<file path="src/rtl/apb_req_arbiter.sv">
// Round-robin arbiter that shares one APB completer among NUM_REQ local requesters.
// It runs one transfer at a time, returns a response per requester and times out hung ACCESS phases.
`ifndef APB_ADDR_WIDTH
`define APB_ADDR_WIDTH 32
`endif

module apb_req_arbiter #(
    parameter int unsigned NUM_REQ     = 4,
    parameter int unsigned ADDR_WIDTH  = `APB_ADDR_WIDTH,
    parameter int unsigned DATA_WIDTH  = 32,
    parameter int unsigned STRB_WIDTH  = DATA_WIDTH / 8,
    parameter int unsigned TIMEOUT_CYC = 32
) (
    input  logic                          PCLK,
    input  logic                          PRESETn,
    input  logic [NUM_REQ-1:0]            req_valid,
    input  logic [NUM_REQ-1:0]            req_write,
    input  logic [NUM_REQ*ADDR_WIDTH-1:0] req_addr,
    input  logic [NUM_REQ*DATA_WIDTH-1:0] req_wdata,
    input  logic [NUM_REQ*STRB_WIDTH-1:0] req_strb,
    output logic [NUM_REQ-1:0]            req_grant,
    output logic [NUM_REQ-1:0]            rsp_valid,
    output logic [DATA_WIDTH-1:0]         rsp_rdata,
    output logic                          rsp_err,
    output logic                          PSEL,
    output logic                          PENABLE,
    output logic                          PWRITE,
    output logic [ADDR_WIDTH-1:0]         PADDR,
    output logic [DATA_WIDTH-1:0]         PWDATA,
    output logic [STRB_WIDTH-1:0]         PSTRB,
    input  logic                          PREADY,
    input  logic [DATA_WIDTH-1:0]         PRDATA,
    input  logic                          PSLVERR
);

    localparam int unsigned PTR_W = (NUM_REQ > 1) ? $clog2(NUM_REQ) : 1;
    localparam int unsigned TMO_W = (TIMEOUT_CYC > 1) ? $clog2(TIMEOUT_CYC + 1) : 1;
    localparam logic [TMO_W-1:0] TMO_LAST = (TIMEOUT_CYC == 0) ? '0 : TMO_W'(TIMEOUT_CYC - 1);

    typedef enum logic [1:0] {
        S_IDLE   = 2'd0,
        S_SETUP  = 2'd1,
        S_ACCESS = 2'd2
    } state_t;

    state_t                  state_q, state_d;
    logic [PTR_W-1:0]        rr_q, rr_d;
    logic [PTR_W-1:0]        owner_q, owner_d;
    logic [TMO_W-1:0]        tmo_q, tmo_d;

    logic [NUM_REQ-1:0]      grant_d, rsp_valid_d;
    logic [DATA_WIDTH-1:0]   rsp_rdata_d;
    logic                    rsp_err_d;
    logic                    psel_d, penable_d, pwrite_d;
    logic [ADDR_WIDTH-1:0]   paddr_d;
    logic [DATA_WIDTH-1:0]   pwdata_d;
    logic [STRB_WIDTH-1:0]   pstrb_d;

    logic [NUM_REQ-1:0]      cand_c;
    logic                    win_found_c;
    logic [PTR_W-1:0]        win_c;
    logic                    tmo_hit_c;
    logic                    capture_c;

    // Round-robin pick: first candidate at or after rr_q; the current owner is excluded while in ACCESS
    always_comb begin
        int unsigned idx;
        idx         = 0;
        cand_c      = req_valid;
        win_found_c = 1'b0;
        win_c       = '0;
        if (state_q == S_ACCESS) begin
            cand_c[owner_q] = 1'b0;
        end
        for (int unsigned i = 0; i < NUM_REQ; i++) begin
            idx = (32'(rr_q) + i) % NUM_REQ;
            if (!win_found_c && cand_c[PTR_W'(idx)]) begin
                win_found_c = 1'b1;
                win_c       = PTR_W'(idx);
            end
        end
    end

    assign tmo_hit_c = (TIMEOUT_CYC != 0) && (tmo_q == TMO_LAST);

    // Next-state and next-output logic
    always_comb begin
        state_d     = state_q;
        rr_d        = rr_q;
        owner_d     = owner_q;
        tmo_d       = tmo_q;
        grant_d     = '0;
        rsp_valid_d = '0;
        rsp_rdata_d = '0;
        rsp_err_d   = 1'b0;
        psel_d      = PSEL;
        penable_d   = PENABLE;
        pwrite_d    = PWRITE;
        paddr_d     = PADDR;
        pwdata_d    = PWDATA;
        pstrb_d     = PSTRB;
        capture_c   = 1'b0;

        case (state_q)
            S_IDLE: begin
                tmo_d = '0;
                if (win_found_c) begin
                    capture_c = 1'b1;
                end
            end
            S_SETUP: begin
                penable_d = 1'b1;
                tmo_d     = '0;
                state_d   = S_ACCESS;
            end
            S_ACCESS: begin
                tmo_d = tmo_q + 1'b1;
                if (PREADY) begin
                    rsp_valid_d[owner_q] = 1'b1;
                    rsp_rdata_d          = PWRITE ? '0 : PRDATA;
                    rsp_err_d            = PSLVERR;
                    if (win_found_c) begin
                        capture_c = 1'b1;
                    end else begin
                        psel_d    = 1'b0;
                        penable_d = 1'b0;
                        state_d   = S_IDLE;
                    end
                end else if (tmo_hit_c) begin
                    rsp_valid_d[owner_q] = 1'b1;
                    rsp_err_d            = 1'b1;
                    psel_d               = 1'b0;
                    penable_d            = 1'b0;
                    state_d              = S_IDLE;
                end
            end
            default: begin
                psel_d    = 1'b0;
                penable_d = 1'b0;
                state_d   = S_IDLE;
            end
        endcase

        // Load the winner's payload onto the bus and open its SETUP phase
        if (capture_c) begin
            grant_d[win_c] = 1'b1;
            owner_d        = win_c;
            rr_d           = (32'(win_c) == NUM_REQ - 1) ? '0 : PTR_W'(32'(win_c) + 1);
            psel_d         = 1'b1;
            penable_d      = 1'b0;
            pwrite_d       = req_write[win_c];
            paddr_d        = req_addr[32'(win_c)*ADDR_WIDTH +: ADDR_WIDTH];
            pwdata_d       = req_wdata[32'(win_c)*DATA_WIDTH +: DATA_WIDTH];
            pstrb_d        = req_write[win_c] ? req_strb[32'(win_c)*STRB_WIDTH +: STRB_WIDTH] : '0;
            tmo_d          = '0;
            state_d        = S_SETUP;
        end
    end

    always_ff @(posedge PCLK or negedge PRESETn) begin
        if (!PRESETn) begin
            state_q   <= S_IDLE;
            rr_q      <= '0;
            owner_q   <= '0;
            tmo_q     <= '0;
            req_grant <= '0;
            rsp_valid <= '0;
            rsp_rdata <= '0;
            rsp_err   <= 1'b0;
            PSEL      <= 1'b0;
            PENABLE   <= 1'b0;
            PWRITE    <= 1'b0;
            PADDR     <= '0;
            PWDATA    <= '0;
            PSTRB     <= '0;
        end else begin
            state_q   <= state_d;
            rr_q      <= rr_d;
            owner_q   <= owner_d;
            tmo_q     <= tmo_d;
            req_grant <= grant_d;
            rsp_valid <= rsp_valid_d;
            rsp_rdata <= rsp_rdata_d;
            rsp_err   <= rsp_err_d;
            PSEL      <= psel_d;
            PENABLE   <= penable_d;
            PWRITE    <= pwrite_d;
            PADDR     <= paddr_d;
            PWDATA    <= pwdata_d;
            PSTRB     <= pstrb_d;
        end
    end

endmodule

</file>
<file path="config.mk">
export PLATFORM = sky130hd
export DESIGN_NAME = apb_req_arbiter
export DESIGN_NICKNAME = d
export VERILOG_FILES = /design/src/rtl/apb_req_arbiter.sv
export SDC_FILE = /design/constraint.sdc
export NUM_CORES = 1
export LEC_CHECK = 0
export BUFFER_PORTS_ARGS = -buffer_cell sky130_fd_sc_hd__buf_2
export CAP_MARGIN = 30
export CORE_AREA = 3 3 164 166
export CTS_CLUSTER_SIZE = 40
export DETAILED_ROUTE_END_ITERATION = 10
export DIE_AREA = 0 0 167 169
export SLEW_MARGIN = 15
export SYNTH_ARGS = -nofsm -noshare
export SYNTH_HDL_FRONTEND = slang
export SYNTH_SLANG_ARGS = --single-unit
</file>
<file path="constraint.sdc">
create_clock -name PCLK -period 2.6 [get_ports PCLK]
set_input_delay 0.13 -clock PCLK [delete_from_list [all_inputs] [get_ports PCLK]]
set_output_delay 0.13 -clock PCLK [all_outputs]
set_load 0.01 [all_outputs]
</file>
==> results by group <==
Status
  – Status: finished, final reports clean

STA
  – Period utilization: 94.1%
  – Hold slack: around 0.025 ns
  – Worst rel slew slack: 59.1%
  – Worst-Margin Slew: 0.613 ns
  – Fin. Hold Viols: 0
  – Setup WS post-layout: 0.154 ns
  – Setup TNS: 0 ns
  – RSZ-0062 raised after global routing: false
  – Tmin final: 2.45 ns
  – Final setup fails: 0
  – Pins Over Slew Limit: 0
  – Clock Skew: 0.0143 ns
  – FMAX: 0.409 GHz

Setup path
  – Critical path, cell by cell: nor4b_4 > o211ai_1 > a221oi_4 > buf_12 > buf_4 > mux2i_1 > o221ai_2
  – Crit-path max FO: 13
  – Arrival time worst endpoint: 2.73 ns
  – Number of buffer and inverter stages on the critical path: 2
  – WS Path Type: reg2reg
  – Worst Reg-to-Reg Cells: 7
  – Crit end category: register
  – Worst path slowest cell: dfrtp_1
  – CP top delay family: compound AO/OA/AOI/OAI gates
  – Critical Path Start Type: register
  – Critical path depth in cells: 7
  – CP required: about 2.9 ns
  – Critical Path Max Stage Delay: between 0.4 and 0.5 ns

Die
  – Total core area: 0.0258 sq mm
  – # IOs: 428
  – Rows: around 60
  – Initial Util: 27.1%
  – Die X: 167 um
  – Die area: 0.0282 sq mm
  – Die Span Y: 169 um

Clock network
  – Clk buf depth: 2
  – Clk Latency, worst-skew pair: 0.42 ns
  – H-tree depth: 4
  – Num CTS Buffers: 17
  – CTS sink count: 123
  – Clk pin slew, worst setup/hold paths: around 0.070 ns
  – CTS tree: yes
  – Root buf cell: clkbuf_16

Drt
  – Drt total wl: roughly 26000 um
  – DR iter-0 viols: 333
  – Vias per cell: 4.61
  – Drt drc: 0
  – Vias: 6471
  – Drt first pass iters: 4
  – Wire per inst: 18.3 um
  – Antenna viol nets, final: 0

Place
  – GP Congestion: 0.807
  – Post-Place Setup Slack: approximately 0.09 ns
  – DP HPWL: just under 20000 um
  – Port-buffer cells: roughly 430

Logic synthesis
  – Cells after Synth: 577
  – Syn Nets: 898
  – Synth async-reset ratio: 100%
  – Ys flop type: dfrtp_1
  – Yosys reg bits: 123
  – Yosys cell types: 51
  – Top-area cell type share of the netlist area: 44.2%
  – Area contributors post-synth: dfrtp_1 (44%), mux2i_1 (20%), o221ai_2 (14%)
  – Ys Warns: 0
  – Area leader, netlist: dfrtp_1
  – Syn Area/Cell: 12.1 sq um
  – Post-synth EDFFs: 0
  – Synthesized area: approximately 0.007 sq mm
  – Sequential area share after synthesis: 44.2%

Final layout
  – Layout cell share with drive strength beyond 1: 54.0%
  – Area delta synth->final: 52.1%
  – Fin util: 41.2%
  – Fin nets: around 1400

Global route
  – Vias in the first global route: 6821
  – Largest net degree at the start of global routing: 58
  – First-pass GRT wire length: just under 40000 um
  – GRT Util Overall: 17.5%
  – GRT Residual Overflow: 0
  – Initial antenna violation count: 3

Run
  – Max-cap check violation count: 0

Power
  – Total leakage power: 0.00552 uW
  – Maximum VDD drop: 425 uV
  – P per Cell Area: ~1100 mW/mm^2

Min path
  – Hold Path Class: in2reg
  – Hold path depth: 3
-- cell usage in the layout, fill, tap and decap left out, types with 2 or more instances in the layout --
cell type / Yosys / routed
a21boi_1: 2 / 2
a21oi_1: 2 / 2
a22oi_1: 5 / 5
and2_1: 40 / 40
buf_12: 8 / 10
buf_2: 8 / 426
buf_4: 10 / 26
bufinv_16: 0 / 2
clkbuf_16: 0 / 18
clkinvlp_4: 0 / 2
dfrtp_1: 123 / 123
diode_2: 0 / 2
dlygate4sd3_1: 0 / 38
ha_1: 5 / 5
inv_1: 4 / 4
inv_6: 0 / 6
inv_8: 0 / 3
mux2i_1: 138 / 136
mux2i_2: 0 / 2
nand2_1: 95 / 95
nand2_4: 1 / 2
nor2_1: 8 / 8
nor2b_1: 4 / 4
o21ai_0: 6 / 6
o21ai_1: 4 / 4
o221ai_2: 64 / 64
o2bb2ai_1: 3 / 3
-- repair_timing --
action | CTS | global route
gates resized for setup | 0 | 2
buffers inserted | 0 | 8
endpoints found under the setup margin | 0 | 46
hold buffers | 38 | 0
hold endpoints to repair | 89 | 0
-- cell families after synthesis --
| logic type | share of synthesized area (%) |
|---|---|
| and+or+nand+nor | 12.1 |
| muxes | 20.1 |
| DFF | 44.2 |
| AOI/OAI and AO/OA | 17.0 |
| buffers and inverters | 5.76 |
| adders and majority gates | 0.898 |
-- cell type report --
type	instances	area [sq um]
well taps	335	419
inverters	6	25.0
diodes	2	5.00
flip-flops and latches	123	3080
repair buffers	502	2940
fillers	2513	15200
clock buffers	17	425
multi-input cells	404	3530
clock inverters	15	175
-- state kept, by name, indices dropped and copies added, names as in the netlist --
signal	count
PADDR	32
PENABLE	1
PSEL	1
PSTRB	4
PWDATA	32
PWRITE	1
owner_q	2
req_grant	4
rr_q	2
rsp_err	1
rsp_rdata	32
rsp_valid	4
state_q	1
tmo_q	6
-- synth_stat cells, types with 2 or more instances --
cell type  count
mux2i_1      138
dfrtp_1      123
nand2_1       95
o221ai_2      64
and2_1        40
clkbuf_1      11
buf_4         10
buf_12         8
buf_2          8
nor2_1         8
o21ai_0        6
a22oi_1        5
clkbuf_4       5
ha_1           5
inv_1          4
nor2b_1        4
o21ai_1        4
o2bb2ai_1      3
a21boi_1       2
a21oi_1        2
buf_6          2
-- final timing paths --
| path | start | end | slack [ns] |
|---|---|---|---|
| setup / recovery | owner_q[1]$_DFFE_PN0P_ | PWDATA[1]$_DFFE_PN0P_ | 0.15 |
| hold / removal | req_addr[86] | PADDR[22]$_DFFE_PN0P_ | 0.03 |
| setup reg to reg | owner_q[1]$_DFFE_PN0P_ | PWDATA[1]$_DFFE_PN0P_ | 0.15 |
| hold reg to reg | PWDATA[8]$_DFFE_PN0P_ | PWDATA[8]$_DFFE_PN0P_ | 0.48 |
| max in group asynchronous | PRESETn | rsp_rdata[16]$_DFF_PN0_ | 1.62 |
| min in group asynchronous | PRESETn | PWDATA[3]$_DFFE_PN0P_ | 0.25 |
-- worst min-delay path: stages --
cell      delay, ns
buf_2          0.07
mux2i_1        0.06
o221ai_2       0.14
-- routing by layer --
layer	global-route usage (%)	wire, um
met3	5.16	1930
met1	21.5	10400
met5	0	0
met4	5.45	371
met2	29.8	13000
-- report_power, final --
group	switching (uW)	internal, uW
Clock	1020	1450
Combinational	3180	2770
Sequential	431	2600
Total	4630	6830
-- per-stage QoR --
step / total power (uW) / instances / cell area [sq um]
floorplan: 7130 / 577 / 6970
global placement: 8830 / 1323 / 9520
detailed placement: 8900 / 1323 / 9520
CTS: 11500 / 1393 / 10500
global route: 12200 / 1404 / 10600
finish: 11500 / 1404 / 10600
No activity file was read; power rests on OpenSTA's default activity.
